==> config.mk <==
export PLATFORM = sky130hd
export DESIGN_NAME = tdm_deframer_rx
export DESIGN_NICKNAME = d
export VERILOG_FILES = /design/src/rtl/tdm_link_pkg.sv /design/src/rtl/slot_parity_chk.sv /design/src/rtl/tdm_deframer_rx.sv
export SDC_FILE = /design/constraint.sdc
export NUM_CORES = 1
export LEC_CHECK = 0
export CAP_MARGIN = 20
export CELL_PAD_IN_SITES_DETAIL_PLACEMENT = 2
export CELL_PAD_IN_SITES_GLOBAL_PLACEMENT = 2
export CORE_MARGIN = 8
export CORE_UTILIZATION = 31
export DETAILED_ROUTE_END_ITERATION = 10
export MAX_ROUTING_LAYER = met4
export PLACE_DENSITY_LB_ADDON = 0.1
export SYNTH_ARGS = -nofsm -noshare
export SYNTH_HDL_FRONTEND = slang
export SYNTH_SLANG_ARGS = --single-unit
==> constraint.sdc <==
create_clock -name clk -period 1.8 [get_ports clk]
set_clock_uncertainty 0.1 [all_clocks]
set_input_delay 0.36 -clock clk [delete_from_list [all_inputs] [get_ports clk]]
set_output_delay 0.36 -clock clk [all_outputs]
set_load 0.005 [all_outputs]
==> src/rtl/tdm_link_pkg.sv <==
// Shared constants and types for the four-channel dispatch link receive path.
package tdm_link_pkg;

  localparam logic [7:0]  SYNC_WORD_DEF      = 8'hA5;
  localparam int unsigned SLOT_W             = 4;
  localparam int unsigned NUM_SLOTS          = 4;
  localparam int unsigned SLOT_BITS          = SLOT_W + 1;
  localparam int unsigned FRAME_PAYLOAD_BITS = NUM_SLOTS * SLOT_BITS;
  localparam int unsigned SYNC_BITS          = 8;

  localparam int unsigned LOCAL_LIB = 0;
  localparam int unsigned FIRE_DEPT = 1;
  localparam int unsigned SCHOOL    = 2;
  localparam int unsigned RIB_SHACK = 3;

  typedef enum logic [1:0] {
    HUNT,
    RECV,
    VERIFY
  } rx_state_e;

endpackage

==> src/rtl/slot_parity_chk.sv <==
// Even-parity check of one {d3,d2,d1,d0,p} slot.
module slot_parity_chk
  import tdm_link_pkg::*;
(
  input  logic [SLOT_BITS-1:0] slot_i,
  output logic                 ok_o
);

  assign ok_o = ~(^slot_i);

endmodule

==> src/rtl/tdm_deframer_rx.sv <==
// Serial TDM deframer: sync hunt, flywheel lock tracking and per-slot
// parity-checked dispatch into four destination registers.
module tdm_deframer_rx
  import tdm_link_pkg::*;
#(
  parameter logic [7:0]  SYNC_WORD  = SYNC_WORD_DEF,
  parameter int unsigned MISS_LIMIT = 2
) (
  input  logic                 clk,
  input  logic                 rst_n,
  input  logic                 bit_en,
  input  logic                 sdata,
  input  logic                 enable,
  input  logic [NUM_SLOTS-1:0] dest_mask,
  output logic [SLOT_W-1:0]    local_lib,
  output logic [SLOT_W-1:0]    fire_department,
  output logic [SLOT_W-1:0]    school,
  output logic [SLOT_W-1:0]    rib_shack,
  output logic                 locked,
  output logic                 frame_valid,
  output logic [NUM_SLOTS-1:0] parity_err
);

  rx_state_e state_q, state_d;

  // Shifters keep one bit less than their width; the incoming bit completes the word.
  logic [SYNC_BITS-2:0]          shift_q, shift_d;
  logic [FRAME_PAYLOAD_BITS-2:0] pay_q, pay_d;
  logic [4:0]                    cnt_q, cnt_d;
  logic [2:0]                    miss_q, miss_d;
  logic                          conf_q, conf_d;
  logic                          locked_q, locked_d;
  logic                          fv_q, fv_d;
  logic [NUM_SLOTS-1:0]          perr_q, perr_d;
  logic [SLOT_W-1:0]             slot_q [NUM_SLOTS];
  logic [SLOT_W-1:0]             slot_d [NUM_SLOTS];

  logic [SYNC_BITS-1:0]          shift_nx;
  logic [FRAME_PAYLOAD_BITS-1:0] pay_nx;
  logic [2:0]                    miss_inc;
  logic [SLOT_BITS-1:0]          slot_bits [NUM_SLOTS];
  logic [NUM_SLOTS-1:0]          slot_ok;

  assign shift_nx = {shift_q, sdata};
  assign pay_nx   = {pay_q, sdata};
  assign miss_inc = miss_q + 3'd1;

  for (genvar g = 0; g < NUM_SLOTS; g++) begin : g_slot
    assign slot_bits[g] = pay_nx[FRAME_PAYLOAD_BITS-1-g*SLOT_BITS -: SLOT_BITS];

    slot_parity_chk u_chk (
      .slot_i (slot_bits[g]),
      .ok_o   (slot_ok[g])
    );
  end

  always_comb begin
    state_d  = state_q;
    shift_d  = shift_q;
    pay_d    = pay_q;
    cnt_d    = cnt_q;
    miss_d   = miss_q;
    conf_d   = conf_q;
    locked_d = locked_q;
    slot_d   = slot_q;
    fv_d     = 1'b0;
    perr_d   = '0;

    if (bit_en) begin
      case (state_q)
        HUNT: begin
          shift_d = shift_nx[SYNC_BITS-2:0];
          if (shift_nx == SYNC_WORD) begin
            state_d  = RECV;
            locked_d = 1'b1;
            conf_d   = 1'b1;
            miss_d   = '0;
            cnt_d    = '0;
          end
        end

        RECV: begin
          pay_d = pay_nx[FRAME_PAYLOAD_BITS-2:0];
          if (cnt_q == 5'(FRAME_PAYLOAD_BITS - 1)) begin
            cnt_d   = '0;
            state_d = VERIFY;
            if (conf_q) begin
              fv_d = 1'b1;
              for (int unsigned k = 0; k < NUM_SLOTS; k++) begin
                if (!slot_ok[k]) begin
                  perr_d[k] = 1'b1;
                end else if (enable && dest_mask[k]) begin
                  slot_d[k] = slot_bits[k][SLOT_BITS-1:1];
                end
              end
            end
          end else begin
            cnt_d = cnt_q + 5'd1;
          end
        end

        VERIFY: begin
          shift_d = shift_nx[SYNC_BITS-2:0];
          if (cnt_q == 5'(SYNC_BITS - 1)) begin
            cnt_d = '0;
            if (shift_nx == SYNC_WORD) begin
              state_d = RECV;
              conf_d  = 1'b1;
              miss_d  = '0;
            end else if (miss_inc == 3'(MISS_LIMIT)) begin
              state_d  = HUNT;
              locked_d = 1'b0;
              conf_d   = 1'b0;
              miss_d   = miss_inc;
              shift_d  = '0;
            end else begin
              state_d = RECV;
              conf_d  = 1'b0;
              miss_d  = miss_inc;
            end
          end else begin
            cnt_d = cnt_q + 5'd1;
          end
        end

        default: begin
          state_d  = HUNT;
          locked_d = 1'b0;
          shift_d  = '0;
          cnt_d    = '0;
        end
      endcase
    end
  end

  always_ff @(posedge clk) begin
    if (!rst_n) begin
      state_q  <= HUNT;
      shift_q  <= '0;
      pay_q    <= '0;
      cnt_q    <= '0;
      miss_q   <= '0;
      conf_q   <= 1'b0;
      locked_q <= 1'b0;
      fv_q     <= 1'b0;
      perr_q   <= '0;
      slot_q   <= '{default: '0};
    end else begin
      state_q  <= state_d;
      shift_q  <= shift_d;
      pay_q    <= pay_d;
      cnt_q    <= cnt_d;
      miss_q   <= miss_d;
      conf_q   <= conf_d;
      locked_q <= locked_d;
      fv_q     <= fv_d;
      perr_q   <= perr_d;
      slot_q   <= slot_d;
    end
  end

  assign local_lib       = slot_q[LOCAL_LIB];
  assign fire_department = slot_q[FIRE_DEPT];
  assign school          = slot_q[SCHOOL];
  assign rib_shack       = slot_q[RIB_SHACK];
  assign locked          = locked_q;
  assign frame_valid     = fv_q;
  assign parity_err      = perr_q;

endmodule
==> impl_metrics.env, run 1 <==
export IMPL_area_growth_pct=41.2
export IMPL_cts_path_max_buffers=2
export IMPL_root_buffer="clkbuf_8"
export IMPL_cp_start_kind="flop"
export IMPL_drt_total_wl_um=9670
export IMPL_rows=34
export IMPL_maxCapViolCount=0
export IMPL_setup_tns_ns=-0.00155
export IMPL_async_flop_share_pct=0
export IMPL_layout_nets=412
export IMPL_cts_tree="built"
export IMPL_final_util_pct=45.1
export IMPL_dieArea_mm2=0.0122
export IMPL_worstPathMaxFanout=4
export IMPL_clock_latency_ns=0.34
export IMPL_setup_viol=1
export IMPL_dp_hpwl_um=6880
export IMPL_synthCells=316
export IMPL_detail_route_antenna_nets=0
export IMPL_drt_iter0_drc=57
export IMPL_tightest_slew_ns=0.457
export IMPL_die_height_um=111
export IMPL_die_x_um=111
export IMPL_synth_edf_count=0
export IMPL_synth_area_mm2=0.00277
export IMPL_drc_errors=0
export IMPL_synth_seq_cells=59
export IMPL_first_pass_iters=4
export IMPL_crit_required_ns=1.94
export IMPL_slew_violations=0
export IMPL_io_pins=31
export IMPL_synthDistinctLibCells=46
export IMPL_power_density_mw_per_mm2=684
export IMPL_layout_setup_ws_ns=-0.00155
export IMPL_placed_cell_area_mm2=0.00354
export IMPL_clock_sinks=59
export IMPL_hold_viol_final=0
export IMPL_postCtsHoldBufs=0
export IMPL_status="finished, violations left"
export IMPL_grt_overflow_total=0
export IMPL_end_kind="flop"
export IMPL_slew_limit_headroom_pct=69.3
export IMPL_grt_max_degree=22
export IMPL_hp_class="flop to flop"
export IMPL_power_uw=2670
export IMPL_period_minus_slack_ns=1.80
export IMPL_worstSetupPathType="flop to flop"
export IMPL_dr_total_vias=2654
export IMPL_ys_flop_type="dfxtp_1"
export IMPL_violations="setup timing"
export IMPL_initial_core_util_pct=31.9
export IMPL_crit_arrival_ns=1.94
export IMPL_grt_first_pass_wirelength_um=15500
export IMPL_synth_warnings=0
export IMPL_finalCritPeriodShare_pct=100
export IMPL_regToRegSetupSlack_ns=-0.002
export IMPL_grt_util_all_layers_pct=15.8
export IMPL_io_buffers=30
export IMPL_antenna_cells=0
export IMPL_clk_pin_slew_ns=0.07
export IMPL_drive_above_1_share_pct=24.9
export IMPL_ir_drop_uv=268
export IMPL_pre_cts_ws_ns=-0.426
export IMPL_core_area_mm2=0.00868
export IMPL_syn_num_nets=332
export IMPL_final_area_mm2=0.00391
export IMPL_syn_avg_cell_area_um2=8.76
export IMPL_routedWlPerCell_um=19.0
export IMPL_antenna_found_initial=0
export IMPL_seq_area_frac_synth_pct=42.7
export IMPL_grt_pass1_vias=2948
export IMPL_vias_per_cell=5.21
export IMPL_rsz0062_at_grt="yes"
export IMPL_fmax_ghz=0.555
export IMPL_place_congestion=0.757
export IMPL_p_leak_uw=0.00142
export IMPL_htreeDepth=3
export IMPL_numCtsBuffers=9
## through the flow
step / std cells / hold slack [ns]
floorplan: 316 / 0.350
global placement: 490 / 0.349
detailed placement: 490 / 0.350
CTS: 506 / 0.370
global route: 509 / 0.395
finish: 509 / 0.370
## routing by layer
| metal | share of wire, % | up-vias | wire length (um) | track usage [%] |
|---|---|---|---|---|
| li1 | - | 1304 | - | - |
| met1 | 44 | 1318 | 4220 | 16.9 |
| met2 | 53 | 26 | 5140 | 28.5 |
| met3 | 2.5 | 6 | 240 | 3.90 |
| met4 | 0.82 | 0 | 79 | 4.14 |
| met5 | 0 | - | 0 | - |
## power breakdown
| part | switching [uW] | leakage (uW) | internal [uW] | total [uW] |
|---|---|---|---|---|
| registers | 8.19 | 0.000478 | 1310 | 1320 |
| clock network | 558 | 0.0000991 | 670 | 1230 |
| logic | 68.9 | 0.000844 | 56.9 | 126 |
| total | 636 | 0.00142 | 2040 | 2670 |
## flip-flops by register name, summed over array words and instances, names as in the netlist, 4 cells and up
register	count
cnt_q	5
fire_department	4
local_lib	4
parity_err	4
pay_q	19
rib_shack	4
school	4
shift_q	7
## synth_stat cells (6+ instances only)
cell	instances	share of area, %
a32o_1	6	2.2
nor2_1	11	1.5
dfxtp_1	59	43
a21oi_1	39	7.0
inv_1	8	1.1
clkbuf_1	10	1.4
o21ai_1	7	1.3
xor2_1	6	1.9
o21ai_0	16	2.9
nand2_1	51	6.9
ha_1	7	3.2
nand3_1	16	2.9
xnor2_1	6	1.9
## logic make-up (layout without fill, tap and decap cells)
kind of cell / after synthesis / count (layout) / share of synthesized area [%]
buffers and inverters: 25 / 110 / 3.89
and+or+nand+nor: 113 / 113 / 20.9
AOI/OAI and AO/OA: 91 / 91 / 20.6
adders and majority gates: 7 / 7 / 3.16
DFF: 59 / 59 / 42.7
muxes: 5 / 5 / 1.81
xor gates and xnor gates: 16 / 16 / 7.05
## worst max-delay path, stage by stage, from the launching register on
cell and delay, ns:
dfxtp_1 0.47, and4bb_1 0.27, buf_4 0.14, a21oi_1 0.08, a221o_1 0.36, a32o_1 0.28
## final timing paths
| kind | startpoint | end | depth (start not counted) |
|---|---|---|---|
| max reg2reg | shift_q[4]$_SDFFE_PN0P_ | shift_q[6]$_SDFFE_PN0P_ | 5 |
| max | shift_q[4]$_SDFFE_PN0P_ | shift_q[6]$_SDFFE_PN0P_ | 5 |
| min | locked$_SDFFE_PN0P_ | locked$_SDFFE_PN0P_ | 2 |
| min reg2reg | locked$_SDFFE_PN0P_ | locked$_SDFFE_PN0P_ | 2 |
## area by class of cell
| cell class | instances | area [um2] |
|---|---|---|
| multi-input combinational | 232 | 1610 |
| clock inverter | 5 | 52.6 |
| fill | 960 | 4770 |
| clock buffer | 11 | 141 |
| sequential | 59 | 1190 |
| timing repair buffer | 86 | 752 |
| tap | 108 | 135 |
| inverter | 8 | 30.0 |
## placed cells by master (no fill, tap or decap), drive strengths merged, types with 2 or more instances in the layout
master         Yosys  layout
dfxtp             59      59
nand4              2       2
clkinv             0       3
clkdlybuf4s50      0      29
nor3               5       5
and4bb             4       4
o211ai             5       5
and2               2       2
xnor2              6       6
and3               5       5
a32o               6       6
o221ai             3       3
nor3b              2       2
a31oi              4       4
nand4bb            3       3
clkbuf            10      11
buf                7      56
a21oi             39      39
or3                2       2
inv                8       8
and4               2       2
nand3             16      16
or4                2       2
xnor3              4       4
nand2             51      51
nor2b              2       2
nor2              11      11
o41ai              3       3
ha                 7       7
o21ai             23      23
xor2               6       6
mux2i              5       5
## what timing repair did
| item | in CTS | in global routing |
|---|---|---|
| gates resized for setup | 8 | 31 |
| pin swaps | 0 | 5 |
| endpoints found under the hold margin | 0 | 0 |
| setup endpoints to repair | 12 | 32 |
| buffers inserted | 0 | 3 |
Note: power is estimated with default switching activity, not from simulation.
==> run 2: changes to the inputs <==
==> constraint.sdc (replaced) <==
create_clock -name clk -period 1.8 [get_ports clk]
set_clock_uncertainty 0.1 [all_clocks]
set_input_delay 0.45 -clock clk [delete_from_list [all_inputs] [get_ports clk]]
set_output_delay 0.45 -clock clk [all_outputs]
set_load 0.005 [all_outputs]
==> run 2 against run 1 <==
Total power up 6.8%. Worst setup slack better by 0.0087 ns. Die area unchanged. The run now ends clean. Fmax up 0.49%. Hold slack worse by 0.0052 ns. Non-clock buffer count down 1. Clock power up 15%. Largest cell class unchanged. Clock-buffer cell count up 1.
==> impl_metrics.env, run 2 (synthesis results as in run 1) <==
export IMPL_status="complete, no violations"
export IMPL_worstPathMaxFanout=4
export IMPL_numCtsBuffers=9
export IMPL_startpoint="sdata"
export IMPL_grt_util_all_layers_pct=15.8
export IMPL_worstHoldStart="school[1]$_SDFFE_PN0P_"
export IMPL_area_growth_pct=42.9
export IMPL_p_leak_uw=0.00151
export IMPL_placed_cell_area_mm2=0.00355
export IMPL_io_pins=31
export IMPL_worstSetupPathType="input pin to flop"
export IMPL_post_cts_buffers=0
export IMPL_slew_violations=0
export IMPL_antenna_found_initial=0
export IMPL_reg_largest_list="pay_q: 19 flops, shift_q: 7 flops, cnt_q: 5 flops"
export IMPL_fmax_ghz=0.558
export IMPL_vias_per_cell=5.21
export IMPL_clock_latency_ns=0.34
export IMPL_place_congestion=0.781
export IMPL_pre_cts_ws_ns=-0.498
export IMPL_drive_above_1_share_pct=27.5
export IMPL_final_area_mm2=0.00396
export IMPL_dp_hpwl_um=6760
export IMPL_cts_path_max_buffers=2
export IMPL_core_area_mm2=0.00868
export IMPL_clock_sinks=59
export IMPL_rsz0062_at_grt="yes"
export IMPL_slew_limit_headroom_pct=67.6
export IMPL_ir_drop_uv=323
export IMPL_routedWlPerCell_um=18.7
export IMPL_largest_register="pay_q"
export IMPL_layout_common_cells="buf_4, nand2_1, dfxtp_1, a21oi_1, clkdlybuf4s50_1"
export IMPL_grt_max_degree=22
export IMPL_cp_start_kind="input pin"
export IMPL_detail_route_antenna_nets=0
export IMPL_grt_pass1_vias=2935
export IMPL_maxCapViolCount=0
export IMPL_power_density_mw_per_mm2=722
export IMPL_crit_arrival_ns=1.93
export IMPL_regToRegSetupSlack_ns=0.007
export IMPL_io_buffers=30
export IMPL_hp_class="flop to flop"
export IMPL_grt_first_pass_wirelength_um=15400
export IMPL_cp_slowest_stage_delay_ns=0.40
export IMPL_htreeDepth=3
export IMPL_cpMaxStageDelayCell="a221o_1"
export IMPL_setup_viol=0
export IMPL_die_height_um=111
export IMPL_hold_viol_final=0
export IMPL_layout_setup_ws_ns=0.00718
export IMPL_initial_core_util_pct=31.9
export IMPL_die_x_um=111
export IMPL_layout_nets=411
export IMPL_finalCritPeriodShare_pct=99.6
export IMPL_antenna_cells=0
export IMPL_period_minus_slack_ns=1.79
export IMPL_drt_iter0_drc=68
export IMPL_reg2reg_from="shift_q[4]$_SDFFE_PN0P_"
export IMPL_first_pass_iters=4
export IMPL_path_cells="dlygate4sd2_1 -> and4bb_1 -> buf_4 -> a21oi_1 -> a221o_1 -> a32o_1"
export IMPL_rows=34
export IMPL_cts_tree="built"
export IMPL_largest_reg_flops=19
export IMPL_crit_required_ns=1.93
export IMPL_end_kind="flop"
export IMPL_grt_overflow_total=0
export IMPL_root_buffer="clkbuf_8"
export IMPL_clk_pin_slew_ns=0.07
export IMPL_dr_total_vias=2646
export IMPL_drt_total_wl_um=9480
export IMPL_mostFrequentLayoutCell="buf_4"
export IMPL_tightest_slew_ns=0.483
export IMPL_dieArea_mm2=0.0122
export IMPL_drc_errors=0
export IMPL_final_util_pct=45.6
[run 2: worst max-delay path, delay by kind of cell]
kind	cells	cell delay, ns
AND/OR/NAND/NOR	1	0.27
buffers and inverters	2	0.47
AO/OA/AOI/OAI	3	0.75
[run 2: power breakdown]
part | internal, uW | switching (uW)
Combinational | 58.8 | 68.3
Clock | 854 | 556
Sequential | 1310 | 8.06
Total | 2220 | 632
[run 2: worst paths after layout]
check                                          endpoint  cells after the start
worst max register to register  shift_q[1]$_SDFFE_PN0P_                      5
worst max-delay path            shift_q[1]$_SDFFE_PN0P_                      6
worst min register to register   school[1]$_SDFFE_PN0P_                      2
worst min-delay path             school[1]$_SDFFE_PN0P_                      2
[run 2: area by class of cell]
type                    count  area (um2)
clock buffers              12         155
clock inverters             4        72.6
fillers                   973        4720
inverters                   8        30.0
multi-input cells         232        1630
flip-flops and latches     59        1190
well taps                 108         135
repair buffers             85         743
[run 2: layer usage]
layer | up-vias | wire length (um) | GRT usage, %
met4 | 0 | 114 | 5.23
met2 | 27 | 5010 | 27.9
met1 | 1304 | 4110 | 17.0
met3 | 11 | 249 | 3.79
met5 | - | 0 | -
li1 | 1304 | - | -
[run 2: through the flow]
step                TNS (ns)  hold slack [ns]  power (uW)  instances
global route          -0.219            0.399        2980        508
detailed placement    -13.80            0.359        1470        492
floorplan                  0            0.350        1400        316
finish                     0            0.364        2860        508
CTS                        0            0.373        2900        508
global placement      -12.22            0.349        1470        492
[run 2: timing repair]
action / in CTS / in global routing
hold buffers: 0 / 0
pin swaps: 1 / 3
setup endpoints to repair: 26 / 30
gates resized for setup: 8 / 44
